<file path="config.mk">
export PLATFORM = sky130hd
export DESIGN_NAME = usr_shift_engine_flat
export DESIGN_NICKNAME = d
export VERILOG_FILES = /design/src/rtl/usr_pkg.sv /design/src/rtl/usr_shift_engine_if.sv /design/src/rtl/usr_step.sv /design/src/rtl/usr_shift_engine.sv /design/src/flat_wrapper.sv
export SDC_FILE = /design/constraint.sdc
export NUM_CORES = 1
export LEC_CHECK = 0
export CORE_MARGIN = 1
export CORE_UTILIZATION = 49
export CTS_BUF_LIST = sky130_fd_sc_hd__clkbuf_4 sky130_fd_sc_hd__clkbuf_8
export CTS_CLUSTER_DIAMETER = 80
export DETAILED_ROUTE_END_ITERATION = 16
export MAX_ROUTING_LAYER = met4
export PLACE_DENSITY_LB_ADDON = 0.3
export SLEW_MARGIN = 25
export SYNTH_ARGS = -nofsm -noshare
export SYNTH_HDL_FRONTEND = slang
export SYNTH_HIERARCHICAL = 1
export SYNTH_SLANG_ARGS = --single-unit
</file>
<file path="constraint.sdc">
create_clock -name clk -period 2 [get_ports clk]
set_clock_uncertainty 0.2 [all_clocks]
set_input_delay 0.4 -clock clk [delete_from_list [all_inputs] [get_ports clk]]
set_output_delay 0.4 -clock clk [all_outputs]
set_load 0.1 [all_outputs]
</file>
<file path="src/rtl/usr_pkg.sv">
// Shared types for the usr_shift_engine block: command opcodes and FSM states.
package usr_pkg;

  typedef enum logic [2:0] {
    OP_NOP   = 3'b000,
    OP_SHL   = 3'b001,
    OP_SHR   = 3'b010,
    OP_ASR   = 3'b011,
    OP_ROL   = 3'b100,
    OP_ROR   = 3'b101,
    OP_LOAD  = 3'b110,
    OP_CLEAR = 3'b111
  } op_e;

  typedef enum logic {
    ST_IDLE = 1'b0,
    ST_RUN  = 1'b1
  } state_e;

endpackage

</file>
<file path="src/rtl/usr_shift_engine_if.sv">
// Command handshake bundle for usr_shift_engine: the requester drives the
// command fields and load data, the engine answers with cmd_ready.
interface usr_shift_engine_if #(
  parameter int WIDTH = 8,
  parameter int AMT_W = $clog2(WIDTH) + 1
);
  logic             cmd_valid;
  logic             cmd_ready;
  logic [2:0]       cmd_op;
  logic [AMT_W-1:0] cmd_amount;
  logic [WIDTH-1:0] parallelIn;

  modport master (output cmd_valid, output cmd_op, output cmd_amount,
                  output parallelIn, input cmd_ready);
  modport slave  (input cmd_valid, input cmd_op, input cmd_amount,
                  input parallelIn, output cmd_ready);
endinterface

</file>
<file path="src/rtl/usr_step.sv">
// One single-bit shift/rotate step of the register, purely combinational.
// Rotate paths exist only when USR_SHIFT_ENGINE_ROTATE_EN is defined.
module usr_step
  import usr_pkg::*;
#(
  parameter int WIDTH = 8
) (
  input  logic [WIDTH-1:0] reg_i,
  input  op_e              op_i,
  input  logic             serialIn_left_i,
  input  logic             serialIn_right_i,
  output logic [WIDTH-1:0] reg_o
);

  // Next register value for one step of the captured operation
  always_comb begin
    reg_o = reg_i;
    case (op_i)
      OP_SHL: reg_o = {reg_i[WIDTH-2:0], serialIn_right_i};
      OP_SHR: reg_o = {serialIn_left_i, reg_i[WIDTH-1:1]};
      OP_ASR: reg_o = {reg_i[WIDTH-1], reg_i[WIDTH-1:1]};
`ifdef USR_SHIFT_ENGINE_ROTATE_EN
      OP_ROL: reg_o = {reg_i[WIDTH-2:0], reg_i[WIDTH-1]};
      OP_ROR: reg_o = {reg_i[0], reg_i[WIDTH-1:1]};
`endif
      default: reg_o = reg_i;
    endcase
  end

endmodule

</file>
<file path="src/rtl/usr_shift_engine.sv">
// WIDTH-bit universal shift register with a command handshake. Shifts of N
// positions run one bit per clock in the RUN state; LOAD/CLEAR/NOP and
// zero-amount shifts finish at the accepting edge. done pulses one cycle
// after completion. Optional macro USR_SHIFT_ENGINE_ROTATE_EN enables
// ROL/ROR; without it those opcodes behave as NOP.
module usr_shift_engine
  import usr_pkg::*;
#(
  parameter int WIDTH = 8,
  parameter int AMT_W = $clog2(WIDTH) + 1
) (
  input  logic               clk,
  input  logic               reset,
  usr_shift_engine_if.slave  cmd,
  input  logic               serialIn_left,
  input  logic               serialIn_right,
  output logic [WIDTH-1:0]   parallelOut,
  output logic               serialOut_msb,
  output logic               serialOut_lsb,
  output logic               busy,
  output logic               done
);

  state_e           state_q, state_d;
  logic [AMT_W-1:0] cnt_q, cnt_d;
  op_e              op_q, op_d;
  logic [WIDTH-1:0] reg_q, reg_d;
  logic             done_q, done_d;
  logic [WIDTH-1:0] step_val;
  op_e              cmd_op_e;
  logic             accept;

  assign cmd_op_e = op_e'(cmd.cmd_op);
  assign accept   = cmd.cmd_valid && (state_q == ST_IDLE);

  usr_step #(.WIDTH(WIDTH)) u_step (
    .reg_i            (reg_q),
    .op_i             (op_q),
    .serialIn_left_i  (serialIn_left),
    .serialIn_right_i (serialIn_right),
    .reg_o            (step_val)
  );

  // State, counter, captured opcode, data register and done flag
  always_ff @(posedge clk) begin
    if (reset) begin
      state_q <= ST_IDLE;
      cnt_q   <= '0;
      op_q    <= OP_NOP;
      reg_q   <= '0;
      done_q  <= 1'b0;
    end else begin
      state_q <= state_d;
      cnt_q   <= cnt_d;
      op_q    <= op_d;
      reg_q   <= reg_d;
      done_q  <= done_d;
    end
  end

  // Command decode in IDLE, one shift step per cycle in RUN
  always_comb begin
    state_d = state_q;
    cnt_d   = cnt_q;
    op_d    = op_q;
    reg_d   = reg_q;
    done_d  = 1'b0;
    case (state_q)
      ST_IDLE: begin
        if (accept) begin
          case (cmd_op_e)
            OP_LOAD: begin
              reg_d  = cmd.parallelIn;
              done_d = 1'b1;
            end
            OP_CLEAR: begin
              reg_d  = '0;
              done_d = 1'b1;
            end
            OP_SHL, OP_SHR, OP_ASR
`ifdef USR_SHIFT_ENGINE_ROTATE_EN
            , OP_ROL, OP_ROR
`endif
            : begin
              if (cmd.cmd_amount != '0) begin
                state_d = ST_RUN;
                cnt_d   = cmd.cmd_amount;
                op_d    = cmd_op_e;
              end else begin
                done_d = 1'b1;
              end
            end
            default: done_d = 1'b1;
          endcase
        end
      end
      ST_RUN: begin
        reg_d = step_val;
        cnt_d = cnt_q - AMT_W'(1);
        if (cnt_q == AMT_W'(1)) begin
          state_d = ST_IDLE;
          done_d  = 1'b1;
        end
      end
      default: state_d = ST_IDLE;
    endcase
  end

  assign busy          = (state_q == ST_RUN);
  assign cmd.cmd_ready = !busy;
  assign done          = done_q;
  assign parallelOut   = reg_q;
  assign serialOut_msb = reg_q[WIDTH-1];
  assign serialOut_lsb = reg_q[0];

endmodule
</file>
<file path="src/flat_wrapper.sv">
// flat-port wrapper written by rule: the top's interface ports become plain ports
module usr_shift_engine_flat import usr_pkg::*;
#(
  parameter int WIDTH = 8,
  parameter int AMT_W = $clog2(WIDTH) + 1
)
  (clk, reset, serialIn_left, serialIn_right, parallelOut, serialOut_msb, serialOut_lsb, busy, done, cmd_cmd_valid, cmd_cmd_op, cmd_cmd_amount, cmd_parallelIn, cmd_cmd_ready);
  usr_shift_engine_if #(.WIDTH(WIDTH), .AMT_W(AMT_W)) cmd_i ();
  input  logic clk;
  input  logic reset;
  input  logic serialIn_left;
  input  logic serialIn_right;
  output logic [WIDTH-1:0] parallelOut;
  output logic serialOut_msb;
  output logic serialOut_lsb;
  output logic busy;
  output logic done;
  input wire logic [$bits(cmd_i.cmd_valid)-1:0] cmd_cmd_valid;
  input wire logic [$bits(cmd_i.cmd_op)-1:0] cmd_cmd_op;
  input wire logic [$bits(cmd_i.cmd_amount)-1:0] cmd_cmd_amount;
  input wire logic [$bits(cmd_i.parallelIn)-1:0] cmd_parallelIn;
  output wire logic [$bits(cmd_i.cmd_ready)-1:0] cmd_cmd_ready;
  assign cmd_i.cmd_valid = cmd_cmd_valid;
  assign cmd_i.cmd_op = cmd_cmd_op;
  assign cmd_i.cmd_amount = cmd_cmd_amount;
  assign cmd_i.parallelIn = cmd_parallelIn;
  assign cmd_cmd_ready = cmd_i.cmd_ready;
  usr_shift_engine #(.WIDTH(WIDTH), .AMT_W(AMT_W)) u_core (.clk(clk), .reset(reset), .cmd(cmd_i), .serialIn_left(serialIn_left), .serialIn_right(serialIn_right), .parallelOut(parallelOut), .serialOut_msb(serialOut_msb), .serialOut_lsb(serialOut_lsb), .busy(busy), .done(done));
endmodule
</file>
==> flow_results.xml, run 1 <==
<?xml version="1.0" encoding="UTF-8"?>
<metrics>
  <group name="global_routing">
    <metric name="antenna_found_initial" unit="">0</metric>
    <metric name="track_usage" unit="%">28.6</metric>
    <metric name="grt_start_max_net_pins" unit="">24</metric>
    <metric name="via_count_of_the_first_global_routing_pass" unit="">1145</metric>
    <metric name="grt_overflow" unit="">0</metric>
    <metric name="first_pass_grt_wire_length" unit="um">5220</metric>
  </group>
  <group name="yosys">
    <metric name="syn-cell-area" unit="mm2">0.00114</metric>
    <metric name="synth_unique_cells" unit="">35</metric>
    <metric name="synth_area_leader_cell" unit="">dfxtp_1</metric>
    <metric name="async_flop_share" unit="%">0</metric>
    <metric name="syn-num-nets" unit="">153</metric>
    <metric name="syn_avg_cell_area" unit="um2">8.68</metric>
    <metric name="yosys.area.top_type_share" unit="%">29.9</metric>
    <metric name="postSynthRegisterBits" unit="">17</metric>
    <metric name="synth_seq_area_share" unit="%">29.9</metric>
    <metric name="yosys_most_used_dff" unit="">dfxtp_1</metric>
    <metric name="synth_edf_count" unit="">0</metric>
    <metric name="post_synth_inst_count" unit="">131</metric>
    <metric name="netlist_top_cells_area" unit="">dfxtp_1 (30%), a221oi_1 (8.5%), nor2b_1 (4.4%), nor3_1 (4.4%), a21oi_1 (4.0%)</metric>
    <metric name="yosysWarnings" unit="">6</metric>
  </group>
  <group name="routing">
    <metric name="first_pass_iters" unit="">4</metric>
    <metric name="wl_per_instance" unit="um">16.1</metric>
    <metric name="dr_wl_met3" unit="um">188</metric>
    <metric name="drt-total-wl" unit="um">3080</metric>
    <metric name="dr.max_layer_used" unit="">met4</metric>
    <metric name="met2RoutedLength" unit="um">1450</metric>
    <metric name="routed_via_density" unit="">6.21</metric>
    <metric name="drcViolationCount" unit="">0</metric>
    <metric name="ant_nets" unit="">0</metric>
    <metric name="vias" unit="">1193</metric>
    <metric name="drt_iter0_markers" unit="">48</metric>
    <metric name="m1WireLength" unit="um">1390</metric>
  </group>
  <group name="clocking">
    <metric name="clkSlewWorstSetupHoldPaths" unit="ps">100</metric>
    <metric name="cts_tree" unit="">done</metric>
    <metric name="cts_num_sinks" unit="">17</metric>
    <metric name="post-cts-setup-buffers" unit="">0</metric>
    <metric name="cts.repair.resized" unit="">0</metric>
    <metric name="clk_path_buf_depth" unit="">2</metric>
    <metric name="worstSkewPairLatency" unit="ps">300</metric>
    <metric name="holdBufCountCts" unit="">0</metric>
    <metric name="clock_tree.htree_level_count" unit="">1</metric>
    <metric name="cts-buffers-inserted" unit="">3</metric>
    <metric name="root_buffer" unit="">clkbuf_4</metric>
  </group>
  <group name="setup_path">
    <metric name="required" unit="ps">1400</metric>
    <metric name="crit_path_start_kind" unit="">flop</metric>
    <metric name="kind_of_critical_path" unit="">reg -&gt; out</metric>
    <metric name="endpoint_kind" unit="">output pin</metric>
    <metric name="worst-path-max-fanout" unit="">23</metric>
    <metric name="cp_data_arrival_time" unit="ps">1280</metric>
  </group>
  <group name="cells_and_area">
    <metric name="most_frequent_cells_in_the_layout" unit="">clkdlybuf4s50_1 (19), dfxtp_1 (14), buf_12 (13), a221oi_1 (11), nor2_1 (11)</metric>
    <metric name="antenna_cells_inserted" unit="">0</metric>
    <metric name="area_growth_synth_to_finish" unit="%">44.9</metric>
    <metric name="fill_cells" unit="">153</metric>
    <metric name="final_net_count" unit="">187</metric>
    <metric name="layout_commonest_cell" unit="">clkdlybuf4s50_1</metric>
    <metric name="seq_area" unit="um2">347</metric>
    <metric name="finish.cell_count_without_fillers" unit="">192</metric>
    <metric name="multi_input_comb_area" unit="um2">703</metric>
    <metric name="drive_above_1_share" unit="%">25.0</metric>
    <metric name="utilization" unit="%">75.2</metric>
  </group>
  <group name="sta">
    <metric name="finalHoldViolCount" unit="">0</metric>
    <metric name="tightestPinTransition" unit="ps">531</metric>
    <metric name="drv_slew" unit="">0</metric>
    <metric name="period_minus_slack" unit="ps">1880</metric>
    <metric name="rsz0062_at_grt" unit="">no</metric>
    <metric name="setup_viol" unit="">0</metric>
    <metric name="max_freq" unit="MHz">532</metric>
    <metric name="fin_setup_tns" unit="ps">0</metric>
    <metric name="timing.slew.headroom" unit="%">64.6</metric>
    <metric name="period_share" unit="%">94.0</metric>
  </group>
  <group name="floorplanning">
    <metric name="start_util" unit="%">51.9</metric>
    <metric name="fp.coreArea" unit="mm2">0.00219</metric>
    <metric name="floorplan.die.width" unit="um">50.2</metric>
    <metric name="row_count" unit="">17</metric>
    <metric name="die_height" unit="um">50.2</metric>
    <metric name="pin_count" unit="">33</metric>
    <metric name="area_of_the_die" unit="mm2">0.00252</metric>
  </group>
  <group name="placement">
    <metric name="dp_hpwl" unit="um">2240</metric>
    <metric name="place_inst" unit="">188</metric>
    <metric name="count_of_input_and_output_buffers" unit="">32</metric>
    <metric name="gp_routability_congestion" unit="">0.870</metric>
  </group>
  <group name="pwr">
    <metric name="irDropWorstVdd" unit="mV">0.478</metric>
    <metric name="power_leakage" unit="nW">0.586</metric>
    <metric name="power_density" unit="mW/mm2">688</metric>
  </group>
  <group name="outcome">
    <metric name="status" unit="">finished, final reports clean</metric>
  </group>
  <group name="min_path">
    <metric name="hold_path.class" unit="">reg -&gt; reg</metric>
  </group>
  <group name="flow_run">
    <metric name="drv.max_cap_violation_count" unit="">0</metric>
  </group>
</metrics>
[registers in the layout, indices dropped and copies added (netlist names)]
name,cells
u_core/cnt_q,4
u_core/parallelOut,8
u_core/busy,1
u_core/op_q,3
u_core/done,1
[per-stage QoR]
| step | total power [W] | worst slack (ps) | instance area, um2 | hold WS [ps] |
|---|---|---|---|---|
| 2_1_floorplan | 0.000739 | 58.4 | 1150 | 262 |
| 3_3_place_gp | 0.000918 | 55.3 | 1620 | 306 |
| 3_5_place_dp | 0.000931 | -27.0 | 1620 | 302 |
| 4_1_cts | 0.00114 | 122 | 1650 | 321 |
| 5_1_grt | 0.00118 | 34.5 | 1650 | 379 |
| 6_report | 0.00113 | 121 | 1650 | 324 |
[routing by layer]
layer  vias to the layer above  global-route usage (%)
met5                         -                       -
met1                       555                    35.3
met4                         0                    13.8
met2                        63                    45.8
met3                         5                    3.64
li1                        570                       -
[logic make-up after synthesis]
kind of cell             count (synthesis)  synth area share (%)
AND/OR/NAND/NOR                         39                  21.2
multiplexers                             2                  1.76
XOR/XNOR                                 2                  1.54
buffers and inverters                   16                  8.25
AO/OA/AOI/OAI                           53                  35.1
adder cells (fa/ha/maj)                  2                  2.20
flip-flops                              17                  29.9
[synth_stat cells (all sizes together) (4+ instances only)]
master,number
a22oi,7
nand2b,4
a31oi,5
dfxtp,17
inv,5
nor3,10
o21ai,9
nor2b,8
o31ai,4
nor2,11
a21oi,9
buf,9
a221oi,11
[critical path, cell delays in order, from the launching register on]
cell	delay, ps
dfxtp_4	560
clkinvlp_4	210
buf_12	200
[where the power goes]
group | leakage (nW) | internal [W] | switching (W)
Clock | 0.0184 | 0.0000914 | 0.000115
Combinational | 0.426 | 0.000206 | 0.000292
Sequential | 0.141 | 0.000368 | 0.0000627
Total | 0.586 | 0.000665 | 0.000469
[final timing paths]
| path | from | end | slack, ps | depth (start not counted) |
|---|---|---|---|---|
| setup / recovery | u_core/busy | cmd_cmd_ready | 120 | 2 |
| hold / removal | u_core/cnt_q[1] | u_core/cnt_q[1] | 320 | 2 |
| setup reg to reg | u_core/op_q[0] | u_core/parallelOut[4] | 210 | 5 |
| hold reg to reg | u_core/cnt_q[1] | u_core/cnt_q[1] | 320 | 2 |
[layout make-up]
type / count / area share, %
inverters: 5 / 1.37
clock buffers: 4 / 1.82
repair buffers: 40 / 31.0
well taps: 28 / 2.13
flip-flops and latches: 17 / 21.0
multi-input cells: 98 / 42.7
Note: power is estimated with default switching activity, not from simulation.
==> inputs of run 2 (changes only) <==
--- a/config.mk
+++ b/config.mk
@@ -5,7 +5,8 @@
 export SDC_FILE = /design/constraint.sdc
 export NUM_CORES = 1
 export LEC_CHECK = 0
-export CORE_MARGIN = 1
+export CORE_ASPECT_RATIO = 1.75
+export CORE_MARGIN = 2
 export CORE_UTILIZATION = 49
 export CTS_BUF_LIST = sky130_fd_sc_hd__clkbuf_4 sky130_fd_sc_hd__clkbuf_8
 export CTS_CLUSTER_DIAMETER = 80
==> run 2 against run 1 <==
Sequential share of layout area down 0.28 points. Routed wire length down 1.4%. Sequential power about the same. Maximum frequency up 4.2%. Register-to-register slack about the same. Critical path depth unchanged. Non-clock buffer count up 1. Clock-buffer cell count unchanged.
==> flow_results.xml, run 2 (synthesis gave the netlist of run 1 again) <==
<?xml version="1.0" encoding="UTF-8"?>
<metrics>
  <group name="outcome">
    <metric name="status" unit="">finished, final reports clean</metric>
  </group>
  <group name="clocking">
    <metric name="clkSlewWorstSetupHoldPaths" unit="ps">70</metric>
    <metric name="worstSkewPairLatency" unit="ps">250</metric>
    <metric name="root_buffer" unit="">clkbuf_8</metric>
    <metric name="clk_path_buf_depth" unit="">2</metric>
    <metric name="clock_tree.htree_level_count" unit="">1</metric>
    <metric name="cts_num_sinks" unit="">17</metric>
    <metric name="cts-buffers-inserted" unit="">3</metric>
    <metric name="cts.repair.resized" unit="">0</metric>
    <metric name="cts_tree" unit="">done</metric>
    <metric name="holdBufCountCts" unit="">0</metric>
    <metric name="post-cts-setup-buffers" unit="">0</metric>
  </group>
  <group name="sta">
    <metric name="setup_viol" unit="">0</metric>
    <metric name="period_share" unit="%">90.2</metric>
    <metric name="tightestPinTransition" unit="ps">542</metric>
    <metric name="drv_slew" unit="">0</metric>
    <metric name="period_minus_slack" unit="ps">1800</metric>
    <metric name="worst_slack" unit="ps">196</metric>
    <metric name="timing.slew.headroom" unit="%">63.8</metric>
    <metric name="max_freq" unit="MHz">554</metric>
    <metric name="finalHoldViolCount" unit="">0</metric>
    <metric name="rsz0062_at_grt" unit="">no</metric>
  </group>
  <group name="global_routing">
    <metric name="grt_start_max_net_pins" unit="">24</metric>
    <metric name="first_pass_grt_wire_length" unit="um">4810</metric>
    <metric name="antenna_found_initial" unit="">0</metric>
    <metric name="track_usage" unit="%">25.7</metric>
    <metric name="via_count_of_the_first_global_routing_pass" unit="">1114</metric>
    <metric name="grt_overflow" unit="">0</metric>
  </group>
  <group name="placement">
    <metric name="place_worst_setup_slack" unit="ps">-33.7</metric>
    <metric name="gp_routability_congestion" unit="">0.787</metric>
    <metric name="place_inst" unit="">186</metric>
    <metric name="count_of_input_and_output_buffers" unit="">32</metric>
    <metric name="dp_hpwl" unit="um">2350</metric>
  </group>
  <group name="setup_path">
    <metric name="required" unit="ps">1400</metric>
    <metric name="worst-path-max-fanout" unit="">23</metric>
    <metric name="kind_of_critical_path" unit="">reg -&gt; out</metric>
    <metric name="crit_path_start_kind" unit="">flop</metric>
    <metric name="cp_data_arrival_time" unit="ps">1200</metric>
    <metric name="endpoint_kind" unit="">output pin</metric>
  </group>
  <group name="cells_and_area">
    <metric name="layout_commonest_cell" unit="">clkdlybuf4s50_1</metric>
    <metric name="drive_above_1_share" unit="%">25.5</metric>
    <metric name="fill_cells" unit="">174</metric>
    <metric name="seq_area" unit="um2">347</metric>
    <metric name="largest_register_ff_count" unit="">8</metric>
    <metric name="area_growth_synth_to_finish" unit="%">46.9</metric>
    <metric name="most_frequent_cells_in_the_layout" unit="">clkdlybuf4s50_1 (19), dfxtp_1 (14), buf_12 (13), a221oi_1 (11), nor2_1 (11)</metric>
    <metric name="multi_input_comb_area" unit="um2">703</metric>
    <metric name="finish.cell_count_without_fillers" unit="">190</metric>
    <metric name="antenna_cells_inserted" unit="">0</metric>
    <metric name="final_net_count" unit="">188</metric>
  </group>
  <group name="pwr">
    <metric name="irDropWorstVdd" unit="mV">0.546</metric>
    <metric name="power.total" unit="W">0.00120</metric>
    <metric name="power_leakage" unit="nW">0.598</metric>
    <metric name="power_density" unit="mW/mm2">717</metric>
  </group>
  <group name="routing">
    <metric name="vias" unit="">1203</metric>
    <metric name="ant_nets" unit="">0</metric>
    <metric name="drt_iter0_markers" unit="">22</metric>
    <metric name="drcViolationCount" unit="">0</metric>
    <metric name="first_pass_iters" unit="">4</metric>
    <metric name="routed_via_density" unit="">6.33</metric>
    <metric name="wl_per_instance" unit="um">16.0</metric>
    <metric name="drt-total-wl" unit="um">3040</metric>
  </group>
  <group name="floorplanning">
    <metric name="row_count" unit="">23</metric>
    <metric name="pin_count" unit="">33</metric>
    <metric name="fp.coreArea" unit="mm2">0.00224</metric>
    <metric name="start_util" unit="%">50.7</metric>
    <metric name="floorplan.die.width" unit="um">40.4</metric>
    <metric name="area_of_the_die" unit="mm2">0.00274</metric>
    <metric name="die_height" unit="um">67.7</metric>
  </group>
  <group name="min_path">
    <metric name="hold_path.class" unit="">reg -&gt; reg</metric>
  </group>
  <group name="flow_run">
    <metric name="drv.max_cap_violation_count" unit="">0</metric>
  </group>
</metrics>
==> run 2: final timing paths <==
path / startpoint / end / slack [ps] / cells past startpoint
worst max-delay path: u_core/busy / cmd_cmd_ready / 200 / 2
worst min-delay path: u_core/cnt_q[1] / u_core/cnt_q[1] / 310 / 2
worst max register to register: u_core/op_q[0] / u_core/parallelOut[6] / 220 / 5
worst min register to register: u_core/cnt_q[1] / u_core/cnt_q[1] / 310 / 2
==> run 2: per-stage QoR <==
stage / TNS [ps] / hold slack (ps) / instance area [um2] / util, %
after floorplan: 0 / 262 / 1150 / -
after global placement: 0 / 286 / 1620 / 72.2
after detailed placement: -103 / 303 / 1620 / 72.2
after CTS: 0 / 312 / 1670 / 74.4
after global routing: 0 / 337 / 1670 / 74.4
final: 0 / 310 / 1670 / 74.4
==> run 2: worst max-delay path, cell delays in order (launching register included) <==
cell,delay [ps]
dfxtp_4,540
clkinvlp_4,210
buf_12,200
==> run 2: metal layers <==
layer / vias up / track usage [%] / share of wire (%)
li1: 572 / - / -
met1: 572 / 25.6 / 35
met2: 49 / 46.4 / 58
met3: 10 / 1.97 / 4.5
met4: 0 / 12.5 / 2.4
met5: - / - / 0
==> run 2: area by class of cell <==
type,instances,area share (%)
tap,25,1.87
multi-input combinational,98,42.1
clock buffer,4,2.92
inverter,5,1.35
sequential,17,20.7
timing repair buffer,41,31.0
==> run 2: power breakdown <==
group | leakage [nW] | internal, W | total [W] | switching (W)
logic | 0.431 | 0.000207 | 0.000499 | 0.000292
clock network | 0.0262 | 0.000155 | 0.000269 | 0.000114
registers | 0.141 | 0.000368 | 0.000429 | 0.0000611
==> inputs of run 3 (changes only) <==
--- a/config.mk
+++ b/config.mk
@@ -13,7 +13,7 @@
 export DETAILED_ROUTE_END_ITERATION = 16
 export MAX_ROUTING_LAYER = met4
 export PLACE_DENSITY_LB_ADDON = 0.3
-export SLEW_MARGIN = 25
+export SLEW_MARGIN = 20
 export SYNTH_ARGS = -nofsm -noshare
 export SYNTH_HDL_FRONTEND = slang
 export SYNTH_HIERARCHICAL = 1
==> results of run 3 <==
Final layout, timing and power as in run 2 (identical DEF).
